$ cat config.mk
export PLATFORM = sky130hd
export DESIGN_NAME = huffman_unary_decoder
export DESIGN_NICKNAME = d
export VERILOG_FILES = /design/src/rtl/huffman_pkg.sv /design/src/rtl/huffman_table.sv /design/src/rtl/huffman_unary_decoder.sv
export SDC_FILE = /design/constraint.sdc
export NUM_CORES = 1
export LEC_CHECK = 0
export CORE_MARGIN = 2
export CORE_UTILIZATION = 50
export DETAILED_ROUTE_END_ITERATION = 8
export DONT_BUFFER_PORTS = 1
export SLEW_MARGIN = 20
export SYNTH_ARGS = -nofsm -noshare
export SYNTH_HDL_FRONTEND = slang
export SYNTH_HIERARCHICAL = 1
export SYNTH_SLANG_ARGS = --single-unit
$ cat constraint.sdc
create_clock -name clk -period 4.4 [get_ports clk]
set_input_delay 0 -clock clk [delete_from_list [all_inputs] [get_ports clk]]
set_output_delay 0 -clock clk [all_outputs]
set_load 0.1 [all_outputs]
$ cat src/rtl/huffman_pkg.sv
`default_nettype none
// ============================================================================
//  Module      : huffman_pkg
//  Description : Shared defaults, truncation-mode constants and a ceiling
//                log2 helper for the unary/truncated-unary Huffman decoder.
//  Revision    : 1.0  initial release
// ============================================================================
package huffman_pkg;

    // Default output symbol width and longest codeword length.
    localparam int SYM_W_DEFAULT   = 4;
    localparam int MAX_LEN_DEFAULT = 8;

    // Code modes selected by the TRUNC parameter.
    localparam int TRUNC_STRICT = 0;  // strict unary, overrun raises err
    localparam int TRUNC_UNARY  = 1;  // truncated unary, terminal all-zero word

    // Ceiling log2; clog2(8) = 3, clog2(2) = 1.
    function automatic int clog2(input int value);
        int result;
        int v;
        result = 0;
        v      = value - 1;
        while (v > 0) begin
            result = result + 1;
            v      = v >> 1;
        end
        return result;
    endfunction

endpackage : huffman_pkg
`default_nettype wire

$ cat src/rtl/huffman_table.sv
`default_nettype none
// ============================================================================
//  Module      : huffman_table
//  Description : MAX_LEN x SYM_W symbol register file. One synchronous write
//                port, one asynchronous read port, identity contents after
//                reset (entry i holds i truncated to SYM_W).
//  Ports       : clk      - clock
//                rst      - synchronous active-low reset
//                we_i     - write strobe
//                waddr_i  - write index (values >= MAX_LEN are ignored)
//                wdata_i  - write data
//                raddr_i  - read index
//                rdata_o  - read data (combinational, pre-write value)
//  Revision    : 1.0  initial release
// ============================================================================
module huffman_table
    import huffman_pkg::*;
#(
    parameter int SYM_W   = SYM_W_DEFAULT,
    parameter int MAX_LEN = MAX_LEN_DEFAULT,
    parameter int CNT_W   = clog2(MAX_LEN)
) (
    input  logic             clk,
    input  logic             rst,
    input  logic             we_i,
    input  logic [CNT_W-1:0] waddr_i,
    input  logic [SYM_W-1:0] wdata_i,
    input  logic [CNT_W-1:0] raddr_i,
    output logic [SYM_W-1:0] rdata_o
);

    logic [SYM_W-1:0] mem_q [MAX_LEN];
    logic             w_addr_ok;

    // The range check only exists when the address field can encode
    // indices past the end of the table.
    generate
        if ((1 << CNT_W) > MAX_LEN) begin : g_addr_check
            assign w_addr_ok = (int'(waddr_i) < MAX_LEN);
        end else begin : g_addr_full
            assign w_addr_ok = 1'b1;
        end
    endgenerate

    // Reading the register array directly means a lookup in the same cycle
    // as a write to that entry sees the value from before the edge.
    assign rdata_o = mem_q[raddr_i];

    always_ff @(posedge clk) begin
        if (!rst) begin
            for (int i = 0; i < MAX_LEN; i++) begin
                mem_q[i] <= SYM_W'(i);
            end
        end else if (we_i && w_addr_ok) begin
            mem_q[waddr_i] <= wdata_i;
        end
    end

endmodule : huffman_table
`default_nettype wire

$ cat src/rtl/huffman_unary_decoder.sv
`default_nettype none
// ============================================================================
//  Module      : huffman_unary_decoder
//  Description : Serial decoder for unary (k zeros then a one) and
//                truncated-unary codes. Counts the zero run, looks the
//                symbol up in a programmable table and presents it through a
//                single-entry valid/ready output register.
//  Ports       : clk         - clock
//                rst         - synchronous active-low reset
//                in_i        - serial code bit
//                in_valid_i  - in_i carries a bit
//                in_ready_o  - decoder accepts a bit this cycle
//                out_o       - decoded symbol
//                out_valid_o - out_o holds a symbol
//                out_ready_i - consumer takes out_o this cycle
//                tbl_we_i    - symbol-table write strobe
//                tbl_addr_i  - table index (= codeword zero count)
//                tbl_data_i  - table write data
//                err_o       - sticky overrun flag (strict mode only)
//  Revision    : 1.0  initial release
// ============================================================================
module huffman_unary_decoder
    import huffman_pkg::*;
#(
    parameter int SYM_W   = SYM_W_DEFAULT,
    parameter int MAX_LEN = MAX_LEN_DEFAULT,
    parameter int TRUNC   = TRUNC_UNARY,
    localparam int CNT_W  = clog2(MAX_LEN)
) (
    input  logic             clk,
    input  logic             rst,
    input  logic             in_i,
    input  logic             in_valid_i,
    output logic             in_ready_o,
    output logic [SYM_W-1:0] out_o,
    output logic             out_valid_o,
    input  logic             out_ready_i,
    input  logic             tbl_we_i,
    input  logic [CNT_W-1:0] tbl_addr_i,
    input  logic [SYM_W-1:0] tbl_data_i,
    output logic             err_o
);

    // Count value at which the next zero is the truncated terminal zero.
    localparam logic [CNT_W-1:0] c_TERM_CNT = CNT_W'(MAX_LEN - 2);
    // Highest count value; a further zero is an overrun in strict mode.
    localparam logic [CNT_W-1:0] c_LAST_CNT = CNT_W'(MAX_LEN - 1);

    logic [CNT_W-1:0] count_q, count_d;
    logic [SYM_W-1:0] out_q,   out_d;
    logic             out_valid_q, out_valid_d;
    logic             err_q,   err_d;
    // Set after an overrun: swallow zeros up to and including the next one.
    logic             drop_q,  drop_d;

    logic             w_accept;
    logic             w_trunc_term;
    logic [CNT_W-1:0] w_lookup;
    logic [SYM_W-1:0] w_sym;

    // Pass-through on drain; forced high while reset is asserted.
    assign in_ready_o = !rst || !out_valid_q || out_ready_i;
    assign w_accept   = in_valid_i && in_ready_o;

    // The terminal zero of a truncated code addresses one entry past the
    // current count; a terminating one addresses the count itself.
    assign w_trunc_term = (TRUNC != TRUNC_STRICT) && !in_i && (count_q == c_TERM_CNT);
    assign w_lookup     = count_q + CNT_W'(!in_i);

    huffman_table #(
        .SYM_W   (SYM_W),
        .MAX_LEN (MAX_LEN),
        .CNT_W   (CNT_W)
    ) u_table (
        .clk     (clk),
        .rst     (rst),
        .we_i    (tbl_we_i),
        .waddr_i (tbl_addr_i),
        .wdata_i (tbl_data_i),
        .raddr_i (w_lookup),
        .rdata_o (w_sym)
    );

    always_comb begin
        count_d     = count_q;
        out_d       = out_q;
        out_valid_d = out_valid_q;
        err_d       = err_q;
        drop_d      = drop_q;

        if (out_valid_q && out_ready_i) begin
            out_valid_d = 1'b0;
        end

        if (w_accept) begin
            if (drop_q) begin
                if (in_i) begin
                    drop_d  = 1'b0;
                    count_d = '0;
                end
            end else if (in_i || w_trunc_term) begin
                // A new symbol overrides the drain above: no bubble.
                out_d       = w_sym;
                out_valid_d = 1'b1;
                count_d     = '0;
            end else if ((TRUNC == TRUNC_STRICT) && (count_q == c_LAST_CNT)) begin
                err_d  = 1'b1;
                drop_d = 1'b1;
            end else begin
                count_d = count_q + CNT_W'(1);
            end
        end
    end

    always_ff @(posedge clk) begin
        if (!rst) begin
            count_q     <= '0;
            out_q       <= '0;
            out_valid_q <= 1'b0;
            err_q       <= 1'b0;
            drop_q      <= 1'b0;
        end else begin
            count_q     <= count_d;
            out_q       <= out_d;
            out_valid_q <= out_valid_d;
            err_q       <= err_d;
            drop_q      <= drop_d;
        end
    end

    assign out_o       = out_q;
    assign out_valid_o = out_valid_q;
    assign err_o       = err_q;

endmodule : huffman_unary_decoder
`default_nettype wire

==> results.yml <==
setup_path:
  worst_r2r_endpoint: "drop_q"
  crit_type: "flop to flop"
  required_ns: 4.63
  r2r_start: "out_valid_o"
  crit_start: "out_valid_o"
  crit_arrival_ns: 2.72
  reg2reg_depth: 4
  worstSetupEndpoint: "drop_q"
  endpoint_kind: "flop"
  cp-start-kind: "flop"
  cp_max_fo: 5
  regToRegSetupSlack_ns: 1.91
power_and_ir_drop:
  leakage_nw: 0.752
  pwr_density_cell_nw_per_um2: 365
  seqPwrFrac_pct: 58.9
  intPower_w: 0.000602
  combPwrFrac_pct: 9.8
  switching_share_pct: 24.8
  pwr-share-clk_pct: 31.3
  peakVddDrop_v: 0.000243
  p_switching_w: 0.000198
global_route:
  grtUsageMet1_pct: 24.3
  grt_max_degree: 21
  top_usage_layer: "met2"
  grtUsageMet2_pct: 35.3
  grt_pass1_vias: 1350
  overflow: 0
  antenna_found_initial: 0
  grt_use_total_pct: 20.3
  use_met3_pct: 5.33
  grt_pass1_wl_um: 6540
clocking:
  root_buffer: "clkbuf_8"
  cts_max_level: 2
  cts_resized: 0
  clock_path_buffers: 2
  insertion_delay_ns: 0.29
  numCtsBuffers: 5
  cts.sinks: 41
  tritoncts: "built"
  path_clk_slew_ns: 0.08
min_path:
  hold_path_class: "input port to flop"
timing:
  tns_ns: 0
  skew_ns: 0.00377
  finalCritPeriodShare_pct: 56.6
  finalSetupViolCount: 0
  tightestPinTransition_ns: 0.971
  clock.fmax_mhz: 401
  drv_slew: 0
  rsz0062_at_grt: "false"
  slew-limit-headroom_pct: 35.2
  hold_violations: 0
  min_period_ns: 2.49
synthesis:
  ys_seq_elements: 41
  synth-edff-count: 32
  seq_area_frac_synth_pct: 56.3
  synth_cell_types: 35
  yosysWarnings: 6
  syn_avg_cell_area_um2: 12.8
  postSynthCellCount: 158
  syn-num-nets: 175
  ys.flop_type: "edfxtp_1"
  async_reset_ff_share_pct: 0
  syn-cell-area_um2: 2030
finish:
  layout_common_cells: "edfxtp_1, nand2_1, nor3_1"
  diodes: 0
  final_nets: 177
  drive_above_1_share_pct: 7.45
  final_common_cell: "edfxtp_1"
  final_cell_area_um2: 2190
  syn2layout_area_growth_pct: 8.08
drt:
  vias: 1253
  first_iter_violations: 51
  wire_per_inst_um: 18.9
  avgViaCountPerCell: 5.94
  drc: 0
  drtPass1Iterations: 4
  finalWirelength_um: 3990
  ant_nets: 0
floorplanning:
  die_area_um2: 4580
  die-height_um: 67.7
  core_area_um2: 3940
  die_width_um: 67.7
  initial_core_util_pct: 51.4
  row_count: 23
  ioPinCount: 20
run:
  max_cap_violations: 0
place:
  hpwl_um: 2670
  placed_area_um2: 2010
  port_buffers: 0
  routabilityCongestion: 0.714
outcome:
  status: "finished, final reports clean"
==> through the flow <==
stage	hold slack (ns)	util [%]	total power (W)	setup slack (ns)	cells
2_1_floorplan	0.0982	-	0.000541	2.43	158
3_3_place_gp	0.107	51.0	0.000546	2.28	194
3_5_place_dp	0.115	51.0	0.000549	2.17	194
4_1_cts	0.00250	55.6	0.000807	1.90	211
5_1_grt	0.00184	55.6	0.000833	1.81	211
6_report	0.0119	55.6	0.000800	1.91	211
==> power by group through the flow <==
stage	clock [W]	combinational [W]	sequential, W
after floorplan	0	0.0000662	0.000475
after global placement	0	0.0000660	0.000480
after detailed placement	0	0.0000680	0.000481
after CTS	0.000256	0.0000787	0.000472
after global routing	0.000273	0.0000865	0.000474
final	0.000250	0.0000787	0.000472
==> synthesized netlist by cell type, types with 2 or more instances <==
cell	count	area share [%]
nor4_1	7	2.2
o22ai_1	2	0.62
nor3_1	14	3.5
clkbuf_1	8	1.5
o31ai_1	2	0.74
or3_1	12	3.7
edfxtp_1	32	47
mux4_1	8	10
mux2i_1	4	2.0
o21ai_0	6	1.5
inv_1	9	1.7
dfxtp_1	9	8.9
buf_2	2	0.49
mux2_2	4	2.2
buf_6	2	1.1
ha_1	4	2.5
nand2_1	14	2.6
nand2b_1	2	0.62
==> kinds of logic (layout without fill, tap and decap cells) <==
kind of cell | count (synthesis) | in the layout | synth area share (%)
AND/OR/NAND/NOR | 56 | 56 | 15.7
flip-flops | 41 | 41 | 56.3
buffers and inverters | 24 | 27 | 5.74
multiplexers | 16 | 16 | 14.6
AO/OA/AOI/OAI | 15 | 15 | 4.63
adder cells (fa/ha/maj) | 4 | 4 | 2.47
other | 1 | 1 | 0.185
XOR/XNOR | 1 | 1 | 0.432
==> routing by layer <==
metal / vias up / wire [µm]
met2: 32 / 2000
li1: 602 / -
met4: 0 / 44
met5: - / 0
met3: 5 / 228
met1: 614 / 1710
==> layout make-up <==
cell class / count / area [µm²]
multi-input combinational: 93 / 771
fill: 326 / 1750
sequential: 41 / 1140
tap: 50 / 62.6
timing repair buffer: 9 / 90.1
clock buffer: 8 / 90.1
inverter: 10 / 37.5
==> state kept, by name (all words and copies together) (netlist names) <==
register and count:
u_table/mem_q 32, out_o 4, count_q 3, drop_q 1, out_valid_o 1
==> worst max-delay path, cell delays in order, from the launching register on <==
cell and delay [ns]:
dfxtp_1 0.95, and3b_1 0.42, inv_2 0.27, a31oi_1 0.23
dlygate4sd3_1 0.56
==> how the worst min path moves through the flow <==
stage          startpoint  cells past startpoint                  end
2_1_floorplan        in_i                      1               drop_q
3_3_place_gp         in_i                      1               drop_q
3_5_place_dp         in_i                      1               drop_q
4_1_cts               rst                      1  u_table/mem_q[1][0]
5_1_grt               rst                      1  u_table/mem_q[0][2]
6_report              rst                      1  u_table/mem_q[1][0]
==> timing repair <==
| item | 4_1_cts | 5_1_grt |
|---|---|---|
| buffers inserted | 0 | 0 |
| hold buffers | 9 | 0 |
| hold endpoints to repair | 28 | 0 |
| endpoints found under the setup margin | 0 | 0 |
Note: power is estimated with default switching activity, not from simulation.
